### config.mk
export PLATFORM = sky130hd
export DESIGN_NAME = byte_decryptor
export DESIGN_NICKNAME = d
export VERILOG_FILES = /design/src/rtl/byte_decryptor.sv
export SDC_FILE = /design/constraint.sdc
export NUM_CORES = 1
export LEC_CHECK = 0
export BUFFER_PORTS_ARGS = -buffer_cell sky130_fd_sc_hd__buf_2
export CAP_MARGIN = 20
export CORE_MARGIN = 2
export CORE_UTILIZATION = 35
export DETAILED_ROUTE_END_ITERATION = 8
export PLACE_DENSITY = 0.56
export SLEW_MARGIN = 0
export SYNTH_ARGS = -nofsm -noshare
export SYNTH_HDL_FRONTEND = slang
export SYNTH_SLANG_ARGS = --single-unit
### constraint.sdc
create_clock -name clk -period 2.47 [get_ports clk]
set_input_delay 0.494 -clock clk [delete_from_list [all_inputs] [get_ports clk]]
set_output_delay 0.494 -clock clk [all_outputs]
set_load 0.005 [all_outputs]
### src/rtl/byte_decryptor.sv
// Multi-round byte decryptor: per round rotate right by key[2:0], then XOR with the key.
// Optional running checksum of delivered bytes is enabled by defining DEC_CHECKSUM_EN.
module byte_decryptor #(
   parameter int ROUNDS = 1
) (
   input  logic       clk,
   input  logic       rst,
   input  logic       in_valid,
   output logic       in_ready,
   input  logic [7:0] cipher_in,
   input  logic [7:0] key,
   output logic       out_valid,
   input  logic       out_ready,
   output logic [7:0] plain_out,
   output logic       busy,
   output logic [7:0] checksum
);

   typedef enum logic [1:0] {IDLE, ROT, MIX, HOLD} state_t;

   localparam logic [1:0] LAST_ROUND = 2'(ROUNDS - 1);

   state_t     state, state_n;
   logic [7:0] data, data_n;
   logic [7:0] key_reg, key_reg_n;
   logic [2:0] rot_cnt, rot_cnt_n;
   logic [1:0] round_cnt, round_cnt_n;

   // State and datapath registers; reset aborts any byte in flight.
   always_ff @(posedge clk or posedge rst) begin
      if (rst) begin
         state     <= IDLE;
         data      <= 8'h00;
         key_reg   <= 8'h00;
         rot_cnt   <= 3'd0;
         round_cnt <= 2'd0;
      end else begin
         state     <= state_n;
         data      <= data_n;
         key_reg   <= key_reg_n;
         rot_cnt   <= rot_cnt_n;
         round_cnt <= round_cnt_n;
      end
   end

   // Next-state logic: ROT spends one cycle per bit of rotation, MIX applies the key once per round.
   always_comb begin
      state_n     = state;
      data_n      = data;
      key_reg_n   = key_reg;
      rot_cnt_n   = rot_cnt;
      round_cnt_n = round_cnt;
      case (state)
         IDLE: begin
            if (in_valid) begin
               data_n      = cipher_in;
               key_reg_n   = key;
               round_cnt_n = 2'd0;
               rot_cnt_n   = key[2:0];
               state_n     = (key[2:0] != 3'd0) ? ROT : MIX;
            end
         end
         ROT: begin
            data_n    = {data[0], data[7:1]};
            rot_cnt_n = rot_cnt - 3'd1;
            if (rot_cnt == 3'd1) begin
               state_n = MIX;
            end
         end
         MIX: begin
            data_n = data ^ key_reg;
            if (round_cnt == LAST_ROUND) begin
               state_n = HOLD;
            end else begin
               round_cnt_n = round_cnt + 2'd1;
               rot_cnt_n   = key_reg[2:0];
               state_n     = (key_reg[2:0] != 3'd0) ? ROT : MIX;
            end
         end
         HOLD: begin
            if (out_ready) begin
               state_n = IDLE;
            end
         end
         default: state_n = IDLE;
      endcase
   end

   assign in_ready  = (state == IDLE);
   assign busy      = (state != IDLE);
   assign out_valid = (state == HOLD);
   assign plain_out = out_valid ? data : 8'h00;

`ifdef DEC_CHECKSUM_EN
   logic [7:0] checksum_reg;

   // Folds each byte into the checksum on the cycle it is handed off downstream.
   always_ff @(posedge clk or posedge rst) begin
      if (rst) begin
         checksum_reg <= 8'h00;
      end else if (out_valid && out_ready) begin
         checksum_reg <= checksum_reg ^ plain_out;
      end
   end

   assign checksum = checksum_reg;
`else
   assign checksum = 8'h00;
`endif

endmodule

Word-level counts from Yosys, hierarchy flattened --
Cells that the tools add are included.
Storage, ports and cells: bits in registers 23, bits in read-only memories 0, bits in latches 0, output and inout port bits 19, memories kept 0, RAM bits 0, input port bits 20
Operators by class: $add $sub $neg 2, muxes and demuxes 16, reduce and logical (&&, ||, !) cells 12, div/mod/pow operators 0, multipliers 0, shift operators 0, magnitude comparators 0, equality and inequality tests 8, bitwise operators 1
Operator list (number):
- $pmux W8 S3 | 1
- $mux W2 | 8
- $mux W8 | 2
- $pmux W3 S3 | 1
- $reduce_and A3 Y1 | 3
- $reduce_bool A3 Y1 | 3
- $pmux W2 S4 | 1
- $xor A8 B8 Y8 | 1
- $mux W3 | 2
- $ne A2 B2 Y1 const B | 3
- $eq A2 B2 Y1 const B | 2
- $logic_not A2 Y1 | 2
- $pmux W2 S2 | 1
- $reduce_and A2 Y1 | 2
- $reduce_bool A2 Y1 | 2
- $eq A3 B1 Y1 const B | 1
- $sub A3 B1 Y3 const B | 1
- $add A2 B1 Y2 const B | 1
- $eq A2 B1 Y1 const B | 1
- $ne A2 B1 Y1 const B | 1

Logic depth before layout (Yosys ltp) --
Gate-level depths: netlist (run 1).
depth after elaboration 4, depth in mapped cells 7, depth with buffers taken out 6

Worst setup path before layout (run 1) --
OpenSTA, ideal clock, no wires.
path kind reg2reg, start register state[0], end register rot_cnt[2], required time 2345 ps, setup time 125 ps, path slack 661 ps, arrival 1684 ps, stages on the path, launching flop included 8, period minus slack after synthesis 1809 ps, cell sequence dfrtp_1 > inv_1 > ha_1 > nor2b_4 > or2_1 > buf_6 > a21oi_4 > mux2_4
On the way: cells in the longest elaborated chain, start to end 3, elaborated cells between the ends (all ways) 8, classes of those cells eq/ne: 4; mux: 1; reduce/logical: 3
Ends and longest elaborated chain:
- from (decl) | line 23 | state_t state, state_n;
- from (signal assigned) | line 38 | state <= state_n;
- $logic_not A2 Y1 *
- named net in_ready | line 9 | output logic in_ready,
- $ne A2 B2 Y1 (no source line) / $reduce_bool A3 Y1 (equally long branches)
- $reduce_and A3 Y1 (no source line)
- to (signal assigned) | line 41 | rot_cnt <= rot_cnt_n;
- to (decl) | line 26 | logic [2:0] rot_cnt, rot_cnt_n;
Mark *: on every way through the listed nets, which the timed path passes. The rest lies on a longest branch. A chain may end at the register's enable or synchronous reset.

Final worst setup path (run 1) --
start register state[0], end register rot_cnt[2]
On the way: cells in the longest elaborated chain, start to end 3, elaborated cells between the ends (all ways) 8, classes of those cells eq/ne: 4; mux: 1; reduce/logical: 3
Ends and longest elaborated chain:
- $eq A2 B2 Y1 (tied with other cells) | line 53 | case (state)
- $ne A2 B2 Y1 (no source line) / $reduce_bool A3 Y1 (equally long branches)
- $reduce_and A3 Y1 (no source line)
Several ways; a longest one is shown, not always the timed one.

==> run metrics, run 1 <==
Post-layout nets=230; Layout fillers=approximately 440; launching element type of the critical path=flop; most common flop cell mapped by yosys=dfrtp_1; post-route DRC violation count=0; CTS tree=built; area share of the leading cell type in the synthesized netlist=0.3808; status=completed; routed wire length=3.403 mm; worst reg2reg path startpoint=state[0]; number of cells in the finished layout apart from fillers=250; boundary pin count=39; maximum buffer depth of the clock tree=2; Mapped Area=0.001511 mm^2; ratio of cells with drive above 1 in the final layout=0.2350; share of the yosys chip area belonging to registers=0.3808; areal power density over the cells=1367 mW/mm^2; combined global-route utilization of all metal layers=0.1479; height of the chip=69.72 um; width of the die=69.72 um; Worst Path Arrival=2.14 ns; initial core utilization=0.3699; minimum clock period after layout=1.969 ns; via count of the first global-routing pass=1194; Netlist cell types=32; Final Skew=0.008244 ns; upper clock frequency limit=507.8 MHz; Avg Inst Size Synth=8.891 um^2; maximum number of pins on one net before global-route repair=24; number of failing hold endpoints at the final stage=0; vias post-DR=1236; number of cells after detailed placement=246; antenna viol nets, final=0; number of clock buffers inserted by TritonCTS=3; path category of the worst min-delay check=in -> async; post-route clock period utilization=0.7973; Resize count post-CTS=0; sum of net half-perimeters after detailed placement=2.436 mm; IR drop worst, VDD=496.5 uV; Worst Path Class, Setup=reg -> reg; Clock Tree Root=clkbuf_8; sort of element at the end of the critical path=flop; clock latency reported for the late side of the worst-skew pair=0.28 ns; max-cap violations=0; number of setup violations in the final report=0; Multi-input gate area=835.8 um^2; wire length of the first global-routing pass=5.706 mm; number of synthesized register bits=23; deepest level of the CTS H-tree=1; max-slew violation count=0; area growth from synthesis to final layout=13.99%; overflow left after global routing=0; worst setup path startpoint=state[0]; number of antenna violations at the first check in global routing=0; post-synth top area cell=dfrtp_1; Setup TNS=0 ns; CTS sink cnt=23; fraction of registers with async set/reset=1.000; critical path data required time=2.64 ns; row cnt=23; Port-buffer cells=30; clock edge transition at the registers on the reported setup and hold paths=roughly 0.090 ns; Placeable Area=0.004086 mm^2; violation count after the first detailed-route iteration=39; via count normalized by instance count=4.944; leakage power figure=0.0008409 uW; Die Footprint=0.004860 mm^2; transition time at the pin with the least slew margin=approximately 0.66 ns; count of synthesis-stage warnings from yosys=0; design area=0.001723 mm^2; Post-synth EDFFs=0; setup repair after global routing missed its margin=no; area taken by flip-flops and latches=575.6 um^2; Design Power=about 2400 uW; maximum fanout along the worst path=9; area post-placement=between 0.0015 and 0.002 mm^2; most area-consuming cells after synthesis=dfrtp_1 38%, ha_1 7.5%, nand2_1 7.2%; number of cells traversed by the worst register-to-register path=6; routed wirelength normalized by instance count=approximately 14 um; number of hold-repair buffers added at the cts stage=0; number of diodes added for antenna fixing=0; Max-slew headroom=0.5569; instance count of the mapped netlist=170; total setup buffers inserted after CTS=0; GP Congestion=roughly 0.79; router iterations before antenna repair=4
## layout by cell type, fill, tap and decap left out, drive strengths merged, types with 8 or more instances in the layout
master  instances
nor2            9
dfrtp          23
nand2          29
mux2            9
and2            8
ha              9
o21ai          20
buf            32
inv            10
conb            8
## cell usage after synthesis, types with 2 or more instances
library cell,instances
nand2_1,29
dfrtp_1,23
o21ai_0,20
inv_1,10
ha_1,9
nor2_1,9
and2_1,8
buf_4,8
mux2_2,8
a21oi_1,6
o211ai_1,6
xor2_1,6
mux2i_1,3
nand2b_1,3
buf_2,2
clkbuf_1,2
nand3_1,2
nor3_1,2
## power breakdown
part | internal, uW | switching [uW]
sequential | 579 | 175
combinational | 601 | 757
clock | 113 | 131
total | 1290 | 1060
## area by class of cell
class	instances	area share
inverters	10	0.02179
clock buffers	3	0.02397
clock inverters	1	0.002905
multi-input cells	131	0.4851
repair buffers	32	0.09586
flip-flops and latches	23	0.3341
well taps	50	0.03631
## critical path: stages (launching register included)
cell and delay (ns):
dfrtp_1 0.43, inv_1 0.12, ha_1 0.28, nor2b_4 0.17, or2_1 0.35, a21oi_4 0.22, mux2_4 0.31
## cells by family after synthesis
logic type      synth area share
flops                     0.3808
simple gates              0.1763
other cells             0.002481
compound gates            0.1581
mux                      0.08940
buf+inv                  0.08362
xor+xnor                 0.03477
fa+ha+maj                0.07450
## final timing paths
kind	to	slack, ns
min in group clk	key_reg[4]	0.44
worst max-delay path	rot_cnt[2]	0.50
worst min register to register	key_reg[7]	0.54
max in group asynchronous	key_reg[2]	1.99
worst max register to register	rot_cnt[2]	0.50
worst min-delay path	key_reg[4]	0.24
## stage by stage
| stage | util | hold slack, ns | setup slack [ns] |
|---|---|---|---|
| after floorplan | - | 0.4959 | 0.6612 |
| after global placement | 0.4103 | 0.5124 | 0.5522 |
| after detailed placement | 0.4103 | 0.5185 | 0.4884 |
| after CTS | 0.4216 | 0.2509 | 0.4920 |
| after global routing | 0.4216 | 0.2712 | 0.3740 |
| final | 0.4216 | 0.2399 | 0.5007 |
## layer usage
layer	part of all wire	global-route usage
met5	0	0
met4	0.014	0.05128
met3	0.051	0.02907
met1	0.49	0.2011
met2	0.45	0.2350
Power figures use the tool's default switching activity.
==> inputs of run 2 (changes only) <==
- clock period: 2.47 -> 2 ns (I/O delays scaled with it)
==> run 2 against run 1 <==
Clock skew fell by 0.0058 ns; global-route usage fell by 0.21 points; total power rose by 27%; via count rose by 2.8%; register-to-register slack got worse by 0.31 ns; non-clock buffer count rose by 5; cell area rose by 2.2%; critical endpoint is now plain_out[5].
==> run metrics, run 2 (synthesis results as in run 1) <==
status=completed; antenna viol nets, final=0 (unchanged); maximum fanout along the worst path=8 (-1); ratio of cells with drive above 1 in the final layout=0.2537 (+0.01866); max-slew violation count=0 (unchanged); number of setup violations in the final report=0 (unchanged); max-cap violations=0 (unchanged); Max stage delay cell, worst path=dfrtp_1; initial core utilization=0.3699 (unchanged); area post-placement=0.001714 mm^2 (+2.2%); max layer used=met4; sum of net half-perimeters after detailed placement=2.484 mm (+2.0%); number of diodes added for antenna fixing=0 (unchanged); number of hold-repair buffers added at the cts stage=0 (unchanged); routed wirelength normalized by instance count=13.42 um (-1.4%); most used cells in the layout excluding fill and tap cells=30 x buf_2, 29 x nand2_1, 23 x dfrtp_1; combinational share of power=0.588 (+0.012); Placeable Area=0.004086 mm^2 (unchanged); number of cells after detailed placement=251 (+2.0%); Resize count post-CTS=0 (unchanged); boundary pin count=39 (unchanged); setup repair after global routing missed its margin=no; Worst Path Class, Setup=reg -> out; height of the chip=69.72 um (unchanged); Psw=1329 uW (+25%); transition time at the pin with the least slew margin=0.6832 ns (+0.01843 ns); net switching share of the total power=0.4452 (-0.006139); Final Skew=0.002449 ns (-0.005795 ns); upper clock frequency limit=544.8 MHz; overflow left after global routing=0 (unchanged); Port-buffer cells=30 (unchanged); worst-case setup margin in the final layout=0.1644 ns (-0.3363 ns); number of cells traversed by the worst register-to-register path=5 (-1); clock edge transition at the registers on the reported setup and hold paths=0.09 ns (about the same); width of the die=69.72 um (unchanged); design area=0.001760 mm^2 (+2.2%); combined global-route utilization of all metal layers=0.1458 (-0.002092); Setup TNS=0 ns (unchanged); Max-slew headroom=0.5381 (-0.01870); violation count after the first detailed-route iteration=46 (+18%); path category of the worst min-delay check=in -> async; Worst Path Arrival=1.44 ns (-0.70 ns); post-route DRC violation count=0 (unchanged); maximum number of pins on one net before global-route repair=24 (unchanged); Post-layout nets=235 (+2.2%); total buffers and inverters traversed by the critical path=2 (+1); CTS sink cnt=23 (unchanged); launching element type of the critical path=flop; routed wire length=3.423 mm (+0.59%); total setup buffers inserted after CTS=0 (unchanged); number of cells in the finished layout apart from fillers=255 (+2.0%); detailed-routing wirelength on met1=1.726 mm (+3.8%); deepest level of the CTS H-tree=1 (unchanged); slowest stage delay, CP=0.44 ns (about the same); Clock Tree Root=clkbuf_8; Met2 Wirelength=1.489 mm (-1.8%); maximum buffer depth of the clock tree=2 (unchanged); sequential power share=0.309 (-0.011); wire length of the first global-routing pass=5.713 mm (+0.12%); sort of element at the end of the critical path=output port; IR drop worst, VDD=579.4 uV (+17%); CTS tree=built; number of failing hold endpoints at the final stage=0 (unchanged); design internal power=1656 uW (+28%); leakage power figure=0.0008660 uW (+3.0%); final hold slack=0.1473 ns (-0.09261 ns); minimum clock period after layout=1.836 ns; Layout fillers=419 (-3.7%); kind of cell with the highest combined delay on the critical path=flip-flops; worst reg2reg path startpoint=state[0]; number of clock buffers inserted by TritonCTS=3 (unchanged); Worst R2R Setup Slack=0.19 ns (-0.31 ns); areal power density over the cells=1696 mW/mm^2 (+24%); end of the worst register-to-register path=state[1]; number of stages on the worst setup path=4 (-2); vias post-DR=1270 (+2.8%); post-route clock period utilization=0.9178; via count normalized by instance count=4.980 (+0.74%); Clk network pwr share=0.102 (-0.002); critical path data required time=1.60 ns (-1.04 ns); GP Congestion=0.7543 (-4.9%); row cnt=23 (unchanged); via count of the first global-routing pass=1155 (-3.3%); crit path cell chain=ha_1 -> buf_4 -> and2_1 -> buf_2; leading cell type in the layout, fill and taps excluded=buf_2; router iterations before antenna repair=4 (unchanged); Post-Place Worst Slack=0.2224 ns (-0.2660 ns); area growth from synthesis to final layout=16.47%; Die Footprint=0.004860 mm^2 (unchanged); number of antenna violations at the first check in global routing=0 (unchanged); met3 WL post-DR=152 um (-13%); clock latency reported for the late side of the worst-skew pair=0.27 ns (about the same)
## run 2: how the worst max path moves through the flow
stage	start	to
after floorplan	state[0]	rot_cnt[2]
after global placement	state[0]	rot_cnt[2]
after detailed placement	state[0]	rot_cnt[2]
after CTS	state[0]	plain_out[5]
after global routing	state[0]	data[1]
final	state[0]	plain_out[5]
## run 2: worst register-to-register path, stage by stage, from the launching register on
cell	delay (ns)
dfrtp_1	0.44
inv_1	0.15
ha_1	0.22
nor4b_1	0.58
o21ai_0	0.16
a32oi_1	0.19
## run 2: layer usage
layer	GRT usage	vias to the layer above
met2	0.2158	32
met4	0.05128	0
met5	0	-
li1	-	631
met1	0.2153	602
met3	0.02180	5
## run 2: area by class of cell
class	instances	area (um^2)	share of cell area
inverters	10	37.54	0.02132
multi-input cells	131	835.8	0.4748
clock buffers	3	41.29	0.02345
flip-flops and latches	23	575.6	0.3269
well taps	50	62.56	0.03554
clock inverters	1	5.005	0.002843
repair buffers	37	202.7	0.1151
## run 2: per-stage QoR
step / total power (uW) / util
6_report: 2985 / 0.4308
5_1_grt: 3282 / 0.4308
4_1_cts: 3002 / 0.4308
3_5_place_dp: 2682 / 0.4195
3_3_place_gp: 2684 / 0.4195
2_1_floorplan: 2225 / -
## run 2: power groups by stage
stage	Clock [uW]	Sequential [uW]	Combinational, uW
2_1_floorplan	0	876	1350
3_3_place_gp	0	934	1750
3_5_place_dp	0	933	1750
4_1_cts	312	922	1770
5_1_grt	336	960	1990
6_report	306	923	1760
